<file path="config.mk">
export PLATFORM = sky130hd
export DESIGN_NAME = tree_mem_ctrl
export DESIGN_NICKNAME = d
export VERILOG_FILES = /design/src/rtl/tree_mem_ctrl.sv
export SDC_FILE = /design/constraint.sdc
export NUM_CORES = 1
export LEC_CHECK = 0
export BUFFER_PORTS_ARGS = -buffer_cell sky130_fd_sc_hd__buf_4
export CORE_AREA = 2 2 136 138
export DETAILED_ROUTE_END_ITERATION = 8
export DIE_AREA = 0 0 138 140
export PLACE_DENSITY_LB_ADDON = 0.12
export SETUP_SLACK_MARGIN = 0.4
export SLEW_MARGIN = 20
export SYNTH_ARGS = -nofsm -noshare
export SYNTH_HDL_FRONTEND = slang
export SYNTH_SLANG_ARGS = --single-unit
</file>
<file path="constraint.sdc">
create_clock -name clk -period 5.9 [get_ports clk]
set_input_delay 0.59 -clock clk [delete_from_list [all_inputs] [get_ports clk]]
set_output_delay 0.59 -clock clk [all_outputs]
set_load 0.05 [all_outputs]
</file>
<file path="src/rtl/tree_mem_ctrl.sv">
// -----------------------------------------------------------------------------
// tree_mem_ctrl
//
// Controller for one dual-port memory that holds gradient-boosted tree node
// data.
//   * Port A belongs to a streaming loader. It writes load_len words into a
//     window that starts at load_base. Addresses wrap modulo DEPTH.
//   * Port B is shared by NUM_REQ tree-evaluation engines through a
//     round-robin read arbiter. Reads are granted only while the loader is
//     idle.
//   * Each granted read is tracked through the memory's PIPELINE+1 cycle
//     latency. The returned word is strobed to the requester that issued it.
//
// Optional feature (macro TREE_MEM_CTRL_STATS_EN):
//   When the macro is defined, two 32-bit wrapping counters are added:
//   stat_rd_grants and stat_rd_stalls. When it is undefined, neither the
//   ports nor the counters exist.
//
// Ports:
//   clk, rst                  single clock; synchronous active-high reset
//   load_start/base/len       start a load of len words at base (sampled in IDLE)
//   load_data/valid/ready     loader word stream handshake
//   load_done                 one-cycle completion pulse
//   rd_req_valid/addr/ready   per-requester read request, packed addresses,
//                             one-hot grant
//   rd_resp_valid/data        one-hot response strobe, shared response word
//   mem_ena/wea/addra/da      memory port A (write only)
//   mem_enb/web/addrb/qb      memory port B (read only; mem_web is tied low)
//   stat_rd_grants/stalls     statistics counters (TREE_MEM_CTRL_STATS_EN only)
// -----------------------------------------------------------------------------
module tree_mem_ctrl #(
    parameter int WIDTH      = 64,
    parameter int ADDR_WIDTH = 9,
    parameter int DEPTH      = 512,
    parameter int PIPELINE   = 0,
    parameter int NUM_REQ    = 4
) (
    input  logic                          clk,
    input  logic                          rst,
    input  logic                          load_start,
    input  logic [ADDR_WIDTH-1:0]         load_base,
    input  logic [ADDR_WIDTH:0]           load_len,
    input  logic [WIDTH-1:0]              load_data,
    input  logic                          load_valid,
    output logic                          load_ready,
    output logic                          load_done,
    input  logic [NUM_REQ-1:0]            rd_req_valid,
    input  logic [NUM_REQ*ADDR_WIDTH-1:0] rd_req_addr,
    output logic [NUM_REQ-1:0]            rd_req_ready,
    output logic [NUM_REQ-1:0]            rd_resp_valid,
    output logic [WIDTH-1:0]              rd_resp_data,
`ifdef TREE_MEM_CTRL_STATS_EN
    output logic [31:0]                   stat_rd_grants,
    output logic [31:0]                   stat_rd_stalls,
`endif
    output logic                          mem_ena,
    output logic                          mem_wea,
    output logic [ADDR_WIDTH-1:0]         mem_addra,
    output logic [WIDTH-1:0]              mem_da,
    output logic                          mem_enb,
    output logic                          mem_web,
    output logic [ADDR_WIDTH-1:0]         mem_addrb,
    input  logic [WIDTH-1:0]              mem_qb
);

    localparam int IDX_W = $clog2(NUM_REQ);

    localparam logic [1:0] ST_IDLE = 2'd0;
    localparam logic [1:0] ST_LOAD = 2'd1;
    localparam logic [1:0] ST_DONE = 2'd2;

    localparam logic [ADDR_WIDTH-1:0] PTR_LAST = ADDR_WIDTH'(DEPTH - 1);
    localparam logic [ADDR_WIDTH-1:0] PTR_ONE  = ADDR_WIDTH'(1);
    localparam logic [ADDR_WIDTH:0]   REM_ONE  = (ADDR_WIDTH + 1)'(1);
    localparam logic [ADDR_WIDTH:0]   REM_ZERO = (ADDR_WIDTH + 1)'(0);
    localparam logic [IDX_W-1:0]      IDX_LAST = IDX_W'(NUM_REQ - 1);
    localparam logic [IDX_W-1:0]      IDX_ONE  = IDX_W'(1);

    logic [1:0]            state_r;
    logic [ADDR_WIDTH-1:0] ptr_r;
    logic [ADDR_WIDTH:0]   remain_r;
    logic                  beat_s;

    logic [IDX_W-1:0]      last_r;
    logic [IDX_W-1:0]      cand_s;
    logic [IDX_W-1:0]      grant_idx_s;
    logic                  grant_s;

    // Response pipe: stage 0 is loaded on the grant edge, and stage PIPELINE
    // lines up with the memory's data output.
    logic [PIPELINE:0]     pipe_vld_r;
    logic [IDX_W-1:0]      pipe_idx_r [PIPELINE+1];

    // Loader handshake and port A drive. Port A is quiet unless a beat transfers.
    always_comb begin
        load_ready = (state_r == ST_LOAD);
        load_done  = (state_r == ST_DONE);
        beat_s     = load_ready & load_valid;
        mem_ena    = beat_s;
        mem_wea    = beat_s;
        if (beat_s) begin
            mem_addra = ptr_r;
            mem_da    = load_data;
        end else begin
            mem_addra = {ADDR_WIDTH{1'b0}};
            mem_da    = {WIDTH{1'b0}};
        end
    end

    // Load FSM with write pointer (wraps at DEPTH-1) and remaining-word counter.
    always_ff @(posedge clk) begin
        if (rst) begin
            state_r  <= ST_IDLE;
            ptr_r    <= {ADDR_WIDTH{1'b0}};
            remain_r <= REM_ZERO;
        end else begin
            case (state_r)
                ST_IDLE: begin
                    if (load_start) begin
                        ptr_r    <= load_base;
                        remain_r <= load_len;
                        state_r  <= (load_len == REM_ZERO) ? ST_DONE : ST_LOAD;
                    end else begin
                        state_r  <= ST_IDLE;
                    end
                end
                ST_LOAD: begin
                    if (beat_s) begin
                        ptr_r    <= (ptr_r == PTR_LAST) ? {ADDR_WIDTH{1'b0}} : ptr_r + PTR_ONE;
                        remain_r <= remain_r - REM_ONE;
                        state_r  <= (remain_r == REM_ONE) ? ST_DONE : ST_LOAD;
                    end else begin
                        state_r  <= ST_LOAD;
                    end
                end
                ST_DONE: state_r <= ST_IDLE;
                default: state_r <= ST_IDLE;
            endcase
        end
    end

    // Round-robin search. Walk NUM_REQ slots, starting one past the last
    // grant, and take the first valid requester.
    always_comb begin
        grant_s     = 1'b0;
        grant_idx_s = {IDX_W{1'b0}};
        cand_s      = last_r;
        for (int k = 0; k < NUM_REQ; k++) begin
            if (cand_s == IDX_LAST) begin
                cand_s = {IDX_W{1'b0}};
            end else begin
                cand_s = cand_s + IDX_ONE;
            end
            if (!grant_s && rd_req_valid[cand_s]) begin
                grant_s     = 1'b1;
                grant_idx_s = cand_s;
            end else begin
                grant_s     = grant_s;
            end
        end
        // The loader owns the memory outside IDLE, so no read may start then.
        if (state_r != ST_IDLE) begin
            grant_s = 1'b0;
        end else begin
            grant_s = grant_s;
        end
    end

    // Grant decode and port B drive.
    always_comb begin
        rd_req_ready = {NUM_REQ{1'b0}};
        mem_enb      = grant_s;
        mem_web      = 1'b0;
        mem_addrb    = {ADDR_WIDTH{1'b0}};
        if (grant_s) begin
            rd_req_ready[grant_idx_s] = 1'b1;
            mem_addrb = rd_req_addr[int'(grant_idx_s)*ADDR_WIDTH +: ADDR_WIDTH];
        end else begin
            mem_addrb = {ADDR_WIDTH{1'b0}};
        end
    end

    // Last-grant register. The reset value NUM_REQ-1 gives requester 0 first priority.
    always_ff @(posedge clk) begin
        if (rst) begin
            last_r <= IDX_LAST;
        end else if (grant_s) begin
            last_r <= grant_idx_s;
        end else begin
            last_r <= last_r;
        end
    end

    // Shift {valid, requester} alongside the memory read latency.
    always_ff @(posedge clk) begin
        if (rst) begin
            pipe_vld_r <= {(PIPELINE+1){1'b0}};
            for (int i = 0; i <= PIPELINE; i++) begin
                pipe_idx_r[i] <= {IDX_W{1'b0}};
            end
        end else begin
            pipe_vld_r[0] <= grant_s;
            pipe_idx_r[0] <= grant_idx_s;
            for (int i = 1; i <= PIPELINE; i++) begin
                pipe_vld_r[i] <= pipe_vld_r[i-1];
                pipe_idx_r[i] <= pipe_idx_r[i-1];
            end
        end
    end

    // Response strobe: one-hot decode of the pipe tail.
    always_comb begin
        rd_resp_valid = {NUM_REQ{1'b0}};
        if (pipe_vld_r[PIPELINE]) begin
            rd_resp_valid[pipe_idx_r[PIPELINE]] = 1'b1;
        end else begin
            rd_resp_valid = {NUM_REQ{1'b0}};
        end
    end

    assign rd_resp_data = mem_qb;

`ifdef TREE_MEM_CTRL_STATS_EN
    // Grant and stall counters. A stall is a cycle with a pending request and no grant.
    always_ff @(posedge clk) begin
        if (rst) begin
            stat_rd_grants <= 32'd0;
            stat_rd_stalls <= 32'd0;
        end else begin
            if (grant_s) begin
                stat_rd_grants <= stat_rd_grants + 32'd1;
            end else begin
                stat_rd_grants <= stat_rd_grants;
            end
            if ((|rd_req_valid) && !grant_s) begin
                stat_rd_stalls <= stat_rd_stalls + 32'd1;
            end else begin
                stat_rd_stalls <= stat_rd_stalls;
            end
        end
    end
`endif

endmodule

</file>
Word-level counts from Yosys, hierarchy flattened
Memories as Yosys holds them, arrays and structs flattened. Index checks and enable logic that the tools add are counted.

Register bits: 24. RAM bits: 2. Bits of input ports: 191. Memories: 1.

Memories: pipe_idx_r (depth 1, width 2, rd ports 1, clocked after Yosys merged registers in 0, wr ports 1, RTL line 92) `logic [IDX_W-1:0] pipe_idx_r [PIPELINE+1];`.

$add $sub $neg: 6. Multiply operators: 1. Magnitude comparators: 8. Eq/ne operators: 10. Shift-type cells: 1. Muxes and demuxes: 47. Bitwise operators: 1. Reductions and logical operators: 14.

Operators by type and width (count): $mux 64 (1); $mux 9 (5); $shiftx 36x7->9 (1); $mux 2 (13); $mux 10 (2); $pmux 10 s2 (1); $lt 2x3->1 const B (6); $pmux 9 s2 (1); $mux 1 (15); $eq 10x1->1 const B (1); $eq 2x2->1 const B (5); $logic_not 10->1 (1); $sub 10x1->10 const B (1); $add 9x1->9 const B (1); $eq 9x9->1 const B (1); $add 2x1->2 const B (4); $bmux 1 s2 (4); $mux 4 (2); $mul 2x4->6 const B (1); $logic_and 1x1->1 (5); $demux 1 s2 (2); $ge 2x1->1 const B (2); $pmux 2 s2 (1); $reduce_bool 2->1 (2); 8 further kinds (10).

Logic depth before layout (Yosys ltp)
Word-level depth: 19. Mapped depth: 10.

Worst setup path before layout
Ideal clock, no wire load.

Path type: input port to output port. Start point: input port rd_req_valid[2]. End point: output port mem_addrb[0]. Data arrival time: 2.666 ns. Path slack: 2.644 ns. Stages on the path: 7. Path buffers: 2. Cells stage by stage: clkbuf_2 -> nor4_1 -> or3_4 -> inv_1 -> nand2_1 -> clkbuf_1 -> o22ai_1.

Elaborated cells on any way between the ends: 26. Those cells by class: mul (1); shift (1); mux (18); reduce/logical (6).

RTL lines: start: declaration (RTL line 47) `input logic [NUM_REQ-1:0] rd_req_valid,`; $bmux 1 s2 (RTL line 154) `if (!grant_s && rd_req_valid[cand_s]) begin`; $mux 1 (implied by the code) (RTL line 154); $mux 1 (RTL line 154); $logic_not 1->1 (RTL line 154); $logic_and 1x1->1 (RTL line 154); $mux 1 (RTL line 154); $logic_not 1->1 (RTL line 154); $logic_and 1x1->1 (RTL line 154); $mux 1 (RTL line 154); $logic_not 1->1 (RTL line 154); $logic_and 1x1->1 (RTL line 154); $mux 1 * (RTL line 154); $mux 1 * (RTL line 162) `if (state_r != ST_IDLE) begin`; net mem_enb (RTL line 60) `output logic mem_enb,`; $mux 9 * (RTL line 175) `if (grant_s) begin`; end: declaration (RTL line 62) `output logic [ADDR_WIDTH-1:0] mem_addrb,`.

Mark *: on every way through the listed nets, which the timed path passes. The rest lies on a longest branch. The select of a mux whose other input is x is not followed.

Final worst setup path
Start point: register last_r[0]. End point: output port mem_addrb[1].

Cells in the longest elaborated chain, start to end: 17. Elaborated cells on any way between the ends: 38. Those cells by class: add/sub (4); mul (1); eq/ne (4); shift (1); mux (22); reduce/logical (6).

Ends and longest elaborated chain: start: declaration (RTL line 84) `logic [IDX_W-1:0] last_r;`; start signal: assignment (RTL line 188) `last_r <= grant_idx_s;`; start signal: assignment (RTL line 190) `last_r <= last_r;`; $add 2x1->2 / $eq 2x2->1 (equally long branches) (RTL line 152, 149); $mux 2 * (RTL line 149) `if (cand_s == IDX_LAST) begin`; parallel branches: the longest is 14 deep, another holds $mul 2x4->6; $mux 9 * (RTL line 175).

Every way passes the cells marked *. The select of a mux whose other input is x is not followed.

==> impl_metrics.json <==
{
  "routed_wl_um": 13400,
  "synth-async-reset-ratio_pct": 0,
  "die-width_um": 138,
  "ios": 351,
  "synth-seq-cells": 26,
  "p_int_mw": 0.553,
  "synth_seq_area_share_pct": 17.2,
  "critical_path_peak_fanout": 24,
  "syn_avg_cell_area_um2": 7.25,
  "holdCritPathClass": "reg2reg",
  "insertion_delay_ns": 0.26,
  "cp-end-kind": "primary output",
  "root_buffer": "clkbuf_16",
  "tns_ns": 0,
  "leakagePower_nw": 2.35,
  "via_count": 3406,
  "switchingPower_mw": 0.540,
  "clock-sinks": 26,
  "area_growth_pct": 45.4,
  "postCtsHoldBufs": 0,
  "fmax_mhz": 275,
  "setup_viol": 0,
  "pwr_density_cell_nw_per_um2": 248,
  "power_frac_seq_pct": 20.3,
  "syn_area_um2": 3030,
  "initial_core_util_pct": 17.0,
  "worstSetupPathType": "reg2out",
  "worst_slew_pin_slew_ns": 0.964,
  "synth_fp_nets": 614,
  "multi_input_area_um2": 1800,
  "synth_cells": 418,
  "power_frac_clock_pct": 16.0,
  "layout-drive-gt1-share_pct": 43.8,
  "synthDistinctLibCells": 56,
  "cp.required_ns": 5.31,
  "slew_viol_final": 0,
  "viasPerCell": 4.41,
  "grt_pass1_wl_um": 19800,
  "die_h_um": 140,
  "fin_crit_sh_pct": 61.7,
  "worst_setup_path_start_kind": "flip-flop",
  "port-buffer-count": 221,
  "post_cts_resized": 0,
  "cts_max_path_buffers": 2,
  "drtIter0Drc": 154,
  "slew_headroom_pct": 35.4,
  "finalHoldViolCount": 0,
  "first_global_vias": 3376,
  "grt_use_total_pct": 12.6,
  "dr.pass1.iters": 4,
  "cts_buffers": 3,
  "skew_ns": 0.00329,
  "antenna_cells": 0,
  "switching_share_pct": 49.4,
  "ys_warn_count": 0,
  "overflow": 0,
  "synth_ff_type": "dfxtp_1",
  "htreeDepth": 1,
  "post_cts_buffers": 0,
  "drc": 0,
  "maxCapViolations": 0,
  "synth_edf_count": 0,
  "seqCellArea_um2": 520,
  "gp_congestion": 0.825,
  "pwr-share-comb_pct": 63.6,
  "final_nets": 740,
  "crit_arrival_ns": 3.05,
  "finalCriticalPeriod_ns": 3.64,
  "hpwlAfterDp_um": 10500,
  "rsz0062_at_grt": "false",
  "power_mw": 1.09,
  "cts_tree": "built",
  "clk_pin_slew_ns": 0.08,
  "antenna_found_initial": 0,
  "ant_nets": 0,
  "fillers": 1989,
  "grt_max_degree": 76,
  "core-area_um2": 17800,
  "std_cell_rows": 49,
  "status": "finished, final reports clean",
  "dieArea_um2": 19300,
  "ir_drop_uv": 121,
  "wire_per_inst_um": 17.3
}
## final cells by class
type,count,area share (%)
flip-flops and latches,26,11.8
multi-input cells,281,40.9
inverters,9,0.767
clock buffers,4,2.02
repair buffers,223,38.0
well taps,229,6.51
## synth_stat cells (2+ instances only)
library cell	number	area [um^2]
o21bai_1	2	15.0
ha_1	5	62.6
nand2_1	23	86.3
inv_1	8	30.0
mux2i_1	19	190
o21ai_0	23	115
a22oi_1	5	37.5
nor4_1	4	25.0
buf_4	69	518
nand2b_1	7	43.8
a311oi_1	2	17.5
nor2_1	27	101
dfxtp_1	26	521
a21oi_1	16	80.1
a21o_1	2	15.0
and3_1	77	482
nor3b_1	2	15.0
or3_1	3	18.8
o32ai_1	2	17.5
buf_6	2	22.5
o22ai_1	11	68.8
clkbuf_1	27	101
nor2b_1	2	12.5
a211oi_1	6	45.0
a32o_1	2	20.0
a31oi_1	3	18.8
a221oi_1	2	17.5
nand3_1	4	20.0
o21a_1	2	15.0
nor3_1	8	40.0
and2_1	2	12.5
## path summary, 6_finish.rpt
path                                          startpoint                       end  slack, ns  cells after the start
worst max-delay path              last_r[0]$_SDFFE_PP1P_              mem_addrb[1]       2.26                      8
worst min-delay path            remain_r[8]$_SDFFE_PP0P_  remain_r[8]$_SDFFE_PP0P_       0.50                      2
worst max register to register    last_r[0]$_SDFFE_PP1P_    last_r[0]$_SDFFE_PP1P_       3.35                      7
worst min register to register  remain_r[8]$_SDFFE_PP0P_  remain_r[8]$_SDFFE_PP0P_       0.50                      2
## flip-flops by register name (all words and copies together) (netlist names)
| register | flops |
|---|---|
| last_r | 2 |
| pipe_idx_r | 2 |
| pipe_vld_r | 1 |
| ptr_r | 9 |
| remain_r | 10 |
| state_r | 2 |
## cell usage in the layout (no fill, tap or decap), types with 2 or more instances in the layout
master and n:
nand2b_1 7, a31oi_1 3, a21oi_1 15, nor2_1 27, mux2i_1 19, o21a_1 2
a21o_1 2, nor2b_1 2, o21bai_1 2, and2_1 2, o22ai_1 11, o21ai_0 23
or3_1 3, ha_1 5, a311oi_1 2, a221oi_1 2, nor4_1 4, inv_1 8
nand3_1 4, o32ai_1 2, nor3_1 8, nand2_1 23, a211oi_1 6, a22oi_1 5
dfxtp_1 26, clkbuf_16 3, nor3b_1 2, buf_4 223, and3_1 77, a32o_1 2
## power by group through the flow
stage                     sequential (mW)  combinational [mW]  clock, mW
after detailed placement            0.226               0.700          0
after floorplan                     0.216               0.628          0
after CTS                           0.222               0.701      0.181
after global routing                0.228               0.739      0.187
final                               0.222               0.696      0.175
after global placement              0.226               0.691          0
## routing by layer
layer	track usage, %	wire (um)	vias to the layer above
met3	2.02	588	46
met5	0	0	-
met4	4.24	416	0
met2	22.6	6960	85
met1	15.5	5420	1591
li1	-	-	1684
## critical path, cell delays in order (launching register included)
cell      delay, ns
dfxtp_1        0.41
ha_1           0.51
nand2_2        0.12
o32ai_2        0.23
a221oi_2       0.12
o211ai_4       0.77
mux2i_1        0.29
o22ai_1        0.11
buf_4          0.21
## through the flow
| stage | hold WS, ns | setup slack (ns) | utilization, % | cells | area, um^2 |
|---|---|---|---|---|---|
| after detailed placement | 0.489 | 2.54 | 24.3 | 768 | 4320 |
| after global routing | 0.510 | 2.02 | 24.8 | 772 | 4400 |
| final | 0.497 | 2.26 | 24.8 | 772 | 4400 |
| after floorplan | 0.448 | 2.64 | - | 418 | 3030 |
| after CTS | 0.499 | 2.23 | 24.8 | 772 | 4400 |
| after global placement | 0.473 | 2.68 | 24.3 | 768 | 4320 |
## cell families after synthesis
logic type                 after synthesis  share of synthesized area (%)
muxes                                   19                           6.28
and+or+nand+nor                        168                           30.9
other                                    1                          0.124
AOI/OAI and AO/OA                       88                           19.7
DFF                                     26                           17.2
adders and majority gates                5                           2.07
buffers and inverters                  111                           23.8
(Power assumes the default switching activity.)
